===== src/rtl/uart_rx.sv =====
// UART receiver: 8N1, LSB first. Two-flop synchronizer, start bit validated at
// its midpoint, data and stop bits sampled one bit period apart.
module uart_rx #(
  parameter int CLKS_PER_BIT = 217
) (
  input  logic       i_Clock,
  input  logic       i_Rst_n,
  input  logic       i_RX_Serial,
  output logic       o_RX_DV,
  output logic [7:0] o_RX_Byte,
  output logic       o_RX_Active,
  output logic       o_RX_Frame_Err
);

  localparam logic [15:0] BIT_LAST = 16'(CLKS_PER_BIT - 1);
  localparam logic [15:0] HALF     = 16'((CLKS_PER_BIT - 1) / 2);

  typedef enum logic [2:0] {
    S_IDLE,
    S_START,
    S_DATA,
    S_STOP,
    S_CLEANUP
  } state_e;

  state_e      state_q, state_d;
  logic        sync1_q, rx_s_q;
  logic [15:0] clk_cnt_q, clk_cnt_d;
  logic [2:0]  bit_idx_q, bit_idx_d;
  logic [7:0]  shift_q, shift_d;
  logic [7:0]  byte_q, byte_d;
  logic        dv_q, dv_d;
  logic        ferr_q, ferr_d;
  logic        active_q, active_d;

  // NOTE: every register here, including the shift register and byte holder, has
  // a defined reset value so the outputs are deterministic straight out of reset.
  always_ff @(posedge i_Clock or negedge i_Rst_n) begin
    if (!i_Rst_n) begin
      // NOTE: sequential state uses non-blocking assignments only, so all flops
      // update together from the values present before the edge.
      sync1_q   <= 1'b1;
      rx_s_q    <= 1'b1;
      state_q   <= S_IDLE;
      clk_cnt_q <= '0;
      bit_idx_q <= '0;
      shift_q   <= '0;
      byte_q    <= '0;
      dv_q      <= 1'b0;
      ferr_q    <= 1'b0;
      active_q  <= 1'b0;
    end else begin
      sync1_q   <= i_RX_Serial;
      rx_s_q    <= sync1_q;
      state_q   <= state_d;
      clk_cnt_q <= clk_cnt_d;
      bit_idx_q <= bit_idx_d;
      shift_q   <= shift_d;
      byte_q    <= byte_d;
      dv_q      <= dv_d;
      ferr_q    <= ferr_d;
      active_q  <= active_d;
    end
  end

  always_comb begin
    // NOTE: every signal driven here gets a default first, so no path can infer a latch.
    state_d   = state_q;
    clk_cnt_d = clk_cnt_q;
    bit_idx_d = bit_idx_q;
    shift_d   = shift_q;
    byte_d    = byte_q;
    dv_d      = 1'b0;
    ferr_d    = 1'b0;

    case (state_q)
      S_IDLE: begin
        clk_cnt_d = '0;
        bit_idx_d = '0;
        if (!rx_s_q) state_d = S_START;
      end
      S_START: begin
        if (clk_cnt_q < HALF) begin
          clk_cnt_d = clk_cnt_q + 16'd1;
        end else begin
          clk_cnt_d = '0;
          // A line already back high at mid-start-bit was a glitch.
          state_d   = rx_s_q ? S_IDLE : S_DATA;
        end
      end
      S_DATA: begin
        if (clk_cnt_q < BIT_LAST) begin
          clk_cnt_d = clk_cnt_q + 16'd1;
        end else begin
          clk_cnt_d          = '0;
          shift_d[bit_idx_q] = rx_s_q;
          if (bit_idx_q != 3'd7) begin
            bit_idx_d = bit_idx_q + 3'd1;
          end else begin
            bit_idx_d = '0;
            state_d   = S_STOP;
          end
        end
      end
      S_STOP: begin
        if (clk_cnt_q < BIT_LAST) begin
          clk_cnt_d = clk_cnt_q + 16'd1;
        end else begin
          clk_cnt_d = '0;
          if (rx_s_q) begin
            byte_d = shift_q;
            dv_d   = 1'b1;
          end else begin
            ferr_d = 1'b1;
          end
          state_d = S_CLEANUP;
        end
      end
      S_CLEANUP: begin
        // Hold here through a break until the line releases.
        if (rx_s_q) state_d = S_IDLE;
      end
      default: state_d = S_IDLE;
    endcase

    active_d = (state_d != S_IDLE);
  end

  assign o_RX_DV        = dv_q;
  assign o_RX_Byte      = byte_q;
  assign o_RX_Active    = active_q;
  assign o_RX_Frame_Err = ferr_q;

endmodule


===== config.mk =====
export PLATFORM = sky130hd
export DESIGN_NAME = uart_rx
export DESIGN_NICKNAME = d
export VERILOG_FILES = /design/src/rtl/uart_rx.sv
export SDC_FILE = /design/constraint.sdc
export NUM_CORES = 1
export LEC_CHECK = 0
export BUFFER_PORTS_ARGS = -buffer_cell sky130_fd_sc_hd__buf_2
export CORE_UTILIZATION = 33
export DETAILED_ROUTE_END_ITERATION = 8
export SETUP_SLACK_MARGIN = 0.4
export SLEW_MARGIN = 20
export SYNTH_ARGS = -nofsm -noshare
export SYNTH_HDL_FRONTEND = slang
export SYNTH_SLANG_ARGS = --single-unit

===== constraint.sdc =====
create_clock -name i_Clock -period 4.2 [get_ports i_Clock]
set_clock_uncertainty 0.1 [all_clocks]
set_input_delay 0.21 -clock i_Clock [delete_from_list [all_inputs] [get_ports i_Clock]]
set_output_delay 0.21 -clock i_Clock [all_outputs]
set_load 0.05 [all_outputs]

== Word level (Yosys, flattened, before mapping) ==
Index checks and enable logic that the tools add are counted.
Widths: inputs -> output; s select.
Operators by class
  add/subtract/negate cells: 2
  multiply operators: 0
  div/mod/pow operators: 0
  magnitude comparators: 4
  equal/unequal tests: 6
  shift operators: 0
  mux-type cells: 23
  bitwise logic cells: 1
  reductions and logical operators: 9
Operators with widths (number)
  $pmux 16 s3: 1
  $mux 16: 2
  $mux 3: 8
  $add 16x1->16 const B: 1
  $lt 16x7->1 const B: 1
  $lt 16x8->1 const B: 1
  $pmux 3 s5: 1
  $bwmux 8: 1
  $mux 1: 7
  $eq 3x2->1 const B: 2
  $pmux 3 s2: 1
  $reduce_bool 3->1: 2
  $lt 3x4->1 const B: 1
  $reduce_and 2->1: 2
  $add 3x1->3 const B: 1
  $demux 1 s3: 1
  $eq 3x1->1 const B: 1
  $eq 3x3->1 const B: 1
  $ge 3x1->1 const B: 1
  $logic_not 3->1: 1
  $ne 3x3->1 const B: 1
  $reduce_and 3->1: 1
  $mux 2: 1
  $ne 2x2->1 const B: 1
  other kinds (4): 4
Storage, ports and cells
  flip-flop bits (word level): 43
  latch bits: 0
  RAM bits: 0
  memory bits (read-only): 0
  input port bits: 3
  logic and storage cells: 55
  memories kept: 0

== Logic depth before layout (Yosys ltp) ==
  word-level depth: 5
  depth in mapped cells: 5
  depth with buffers taken out: 5

== Worst setup path before layout ==
No wires, ideal clock.
  path type: reg2reg
  from: register clk_cnt_q[11]
  to: register shift_q[4]
  arrival: 1440 ps
  data required time: 3975 ps
  setup slack: 2534 ps
  stages on the path, launching flop included: 6
  buffers on the path: 1
  period minus slack after synthesis: 1666 ps
  cells stage by stage: dfrtp_1 > nor4_4 > o211ai_4 > buf_6 > nand3_1 > mux2_4
On the way
  word-level cells in the longest chain between the ends: 3
Ends and longest elaborated chain
  start, declared: RTL line 28  | logic [15:0] clk_cnt_q, clk_cnt_d;
  start signal, assigned: RTL line 56  | clk_cnt_q <= clk_cnt_d;
  $lt 16x8->1: RTL line 92  | if (clk_cnt_q < BIT_LAST) begin
  $not 1->1 (no source line)
  $reduce_and 2->1 (no source line)
  end signal, assigned: RTL line 58  | shift_q <= shift_d;
  end, declared: RTL line 30  | logic [7:0] shift_q, shift_d;
No other way between the ends.
A chain may end at the register's enable or synchronous reset.

== Worst setup path after layout ==
  from: register clk_cnt_q[7]
  to: register byte_q[0] (netlist: o_RX_Byte[0])
On the way
  word-level cells in the longest chain between the ends: 3
Ends and longest elaborated chain
  $lt 16x8->1: RTL line 106  | if (clk_cnt_q < BIT_LAST) begin
  $not 1->1 (no source line)
  $reduce_and 3->1 (no source line)
  end signal, assigned: RTL line 59  | byte_q <= byte_d;
  end, declared: RTL line 31  | logic [7:0] byte_q, byte_d;
No other way between the ends.

==> results.md <==
- Synthesized instance count: 167
- Final setup fails: 0
- CP bufs+invs: 0
- Minimum clock period: 2.028 ns
- Synthesis-stage register bit count: 43
- Vias in the first global route: 1222
- Crit path cell chain: nand2_1 > o211ai_4 > nand4_4 > mux2_4
- Filler cells: 573
- Most frequent cells in the layout: 41 x dfrtp_1, 13 x buf_2, 9 x and2_1, 9 x mux2_4
- Status: completed
- Routed Antenna Nets: 0
- First-pass GRT wire length: 5678 um
- Fin cells: 259
- Worst EP required: ~4.3 ns
- HP Class: flop to flop
- Critical Path Start Type: flop
- DRT Pass-1 Iters: 4
- Crit share post-route: approximately half
- Total number of vias: 1310
- Max IR drop VDD: approximately 0.17 mV
- Worst-Margin Slew: 0.9354 ns
- Fmax: between 0.4 and 0.5 GHz
- Sequential share of power: 60.4%
- Switching Share: 22.46%
- Cell family with most CP delay: compound AO/OA/AOI/OAI gates
- # rows: 28
- Synth area leaders: dfrtp_1 49%, mux2_4 6.5%, and2_1 2.7%, mux2_2 2.7%, dfstp_2 2.5%
- H-tree lvl count: 2
- Worst-Skew Late Latency: 0.29 ns
- Area Overhead vs Synth: 11.35%
- Unrepaired setup endpoints after global routing: no
- Clock sink count: 43
- Initial Util: 34.61%
- Post-synthesis async set-or-reset flop share: 100.0%
- Gr ovfl total: 0
- Chip width: 81.26 um
- Mapped Nets: between 150 and 200
- Power per Cell Area: 299.6 nW/um2
- CP arrival: roughly 2.1 ns
- CP max stage cell: o211ai_4
- Area leader, netlist: dfrtp_1
- CTS Buf Count: 5
- TNS Setup: 0 ns
- Post-Syn Area: roughly 2100 um2
- Final Max Tran Viols: 0
- Placer Congestion: 0.7842
- Core area: 5991 um2
- Endpoint class of the critical path: flop
- # diodes: 0
- Cells after DPL: 249
- Initial DRC count: 78
- YS warnings: 0
- Initial antenna violation count: 0
- Vias per cell: 5.058
- WL/cell: about 13 um
- Final Hold Vio Count: 0
- CTS clk-pin slew, worst paths: 0.09 ns
- Maxcap violations: 0
- Synth unique cells: 48
- Commonest non-fill, non-tap cell in the layout: dfrtp_1
- CP Class: flop to flop
- TritonCTS clock tree: built
- Post-synth top area share: 49.49%
- Max-slew headroom: 37.64%
- Pin count of the biggest net entering global routing: 44
- Mean post-synth cell area: 12.41 um2
- # DRC: 0
- Nets: 189
- Internal power: 0.0005362 W
- Utilization after layout: 38.53%
- Routed WL: 3420 um
- Combinational Power Share: 1.4%
- GRT Resource Usage Total: 11.26%
- Die footprint: around 6600 um2
- Register area share after synthesis: 52.02%
- Sw Pwr: 0.0001554 W
- Layout cells sized above 1: between 20% and 30%
- Pwr Total: 0.0006916 W
- Largest stage delay on the critical path: 0.52 ns
- Clock power share: 38.2%
- Leakage: 1.114 nW
- Max clock buf depth: 2
- DP Wirelength: 2351 um
- Ys flop type: dfrtp_1
- CTS Root Cell: clkbuf_8
- PortBufs: 13
- CP max FO: 15
- Post-synth EDFFs: 0
- Die height: 81.26 um
- IO Pins: 14
-- registers in the layout, summed over array words and instances, names as in the netlist --
name / cells
sync1_q: 1
o_RX_Active: 1
o_RX_Byte: 8
o_RX_DV: 1
o_RX_Frame_Err: 1
shift_q: 8
state_q: 3
clk_cnt_q: 16
rx_s_q: 1
bit_idx_q: 3
-- power groups by stage --
| stage | combinational (W) | clock, W | sequential, W |
|---|---|---|---|
| 5_1_grt | 0.0000117 | 0.000293 | 0.000418 |
| 2_1_floorplan | 0.00000111 | 0 | 0.000424 |
| 3_5_place_dp | 0.00000941 | 0 | 0.000426 |
| 6_report | 0.00000990 | 0.000264 | 0.000418 |
| 3_3_place_gp | 0.00000925 | 0 | 0.000426 |
| 4_1_cts | 0.0000107 | 0.000276 | 0.000418 |
-- synth_stat cells (all sizes together), types with 2 or more instances --
library cell  instances
nor2b                 2
nand2                 8
mux2                 17
nor3                  3
a22o                  3
a221oi                4
o21ai                 8
buf                   4
inv                   5
nor2                  3
nor3b                 3
dfstp                 2
nand2b                2
mux2i                 4
ha                    3
a21oi                 5
nand4                 2
nor4                  2
dfrtp                41
a21o                  4
or2                   2
clkbuf                2
nand3                12
or4                   2
and3                  2
and2                  9
-- per-layer routing --
metal	vias to the layer above	share of wire [%]	GRT usage, %
met3	2	2.7	3.034
met4	0	1.1	3.750
li1	640	-	-
met1	647	50	15.82
met2	21	46	16.58
met5	-	0	0
-- final timing paths --
path / slack, ns / cells after the start / endpoint / start
setup / recovery: 2.17 / 4 / o_RX_Byte[0]$_DFFE_PN0P_ / clk_cnt_q[7]$_DFFE_PN0P_
hold / removal: 0.26 / 0 / rx_s_q$_DFF_PN1_ / sync1_q$_DFF_PN1_
setup reg to reg: 2.17 / 4 / o_RX_Byte[0]$_DFFE_PN0P_ / clk_cnt_q[7]$_DFFE_PN0P_
hold reg to reg: 0.26 / 0 / rx_s_q$_DFF_PN1_ / sync1_q$_DFF_PN1_
max in group asynchronous: 2.92 / 2 / clk_cnt_q[14]$_DFFE_PN0P_ / i_Rst_n
min in group asynchronous: 0.50 / 2 / o_RX_DV$_DFF_PN0_ / i_Rst_n
-- cells by family after synthesis --
family	after synthesis	synth area share, %
and+or+nand+nor	55	18.04
DFF	43	52.02
AOI/OAI and AO/OA	32	11.83
muxes	21	12.79
buffers and inverters	11	2.656
adders and majority gates	3	1.811
xor gates and xnor gates	2	0.8451
-- timing repair --
action                    4_1_cts  5_1_grt
gates resized for setup         0        0
setup buffers                   0        0
hold buffers                    2        0
hold endpoints to repair       31        0
-- cell type report --
class	instances	area (um2)	share of cell area, %
Multi-Input combinational cell	113	939.7	40.70
Timing Repair Buffer	15	85.08	3.686
Inverter	5	18.77	0.8130
Clock inverter	3	23.77	1.030
Clock buffer	5	68.82	2.981
Sequential cell	43	1079	46.72
Tap cell	75	93.84	4.065
-- metrics by stage --
step	hold WS, ns	setup slack (ns)	cell area [um2]
CTS	0.2615	2.143	2308
detailed placement	0.2173	2.144	2196
finish	0.2603	2.172	2308
floorplan	-0.1856	2.534	2073
global route	0.2628	2.030	2308
global placement	0.2148	2.171	2196
Note: power is estimated with default switching activity, not from simulation.
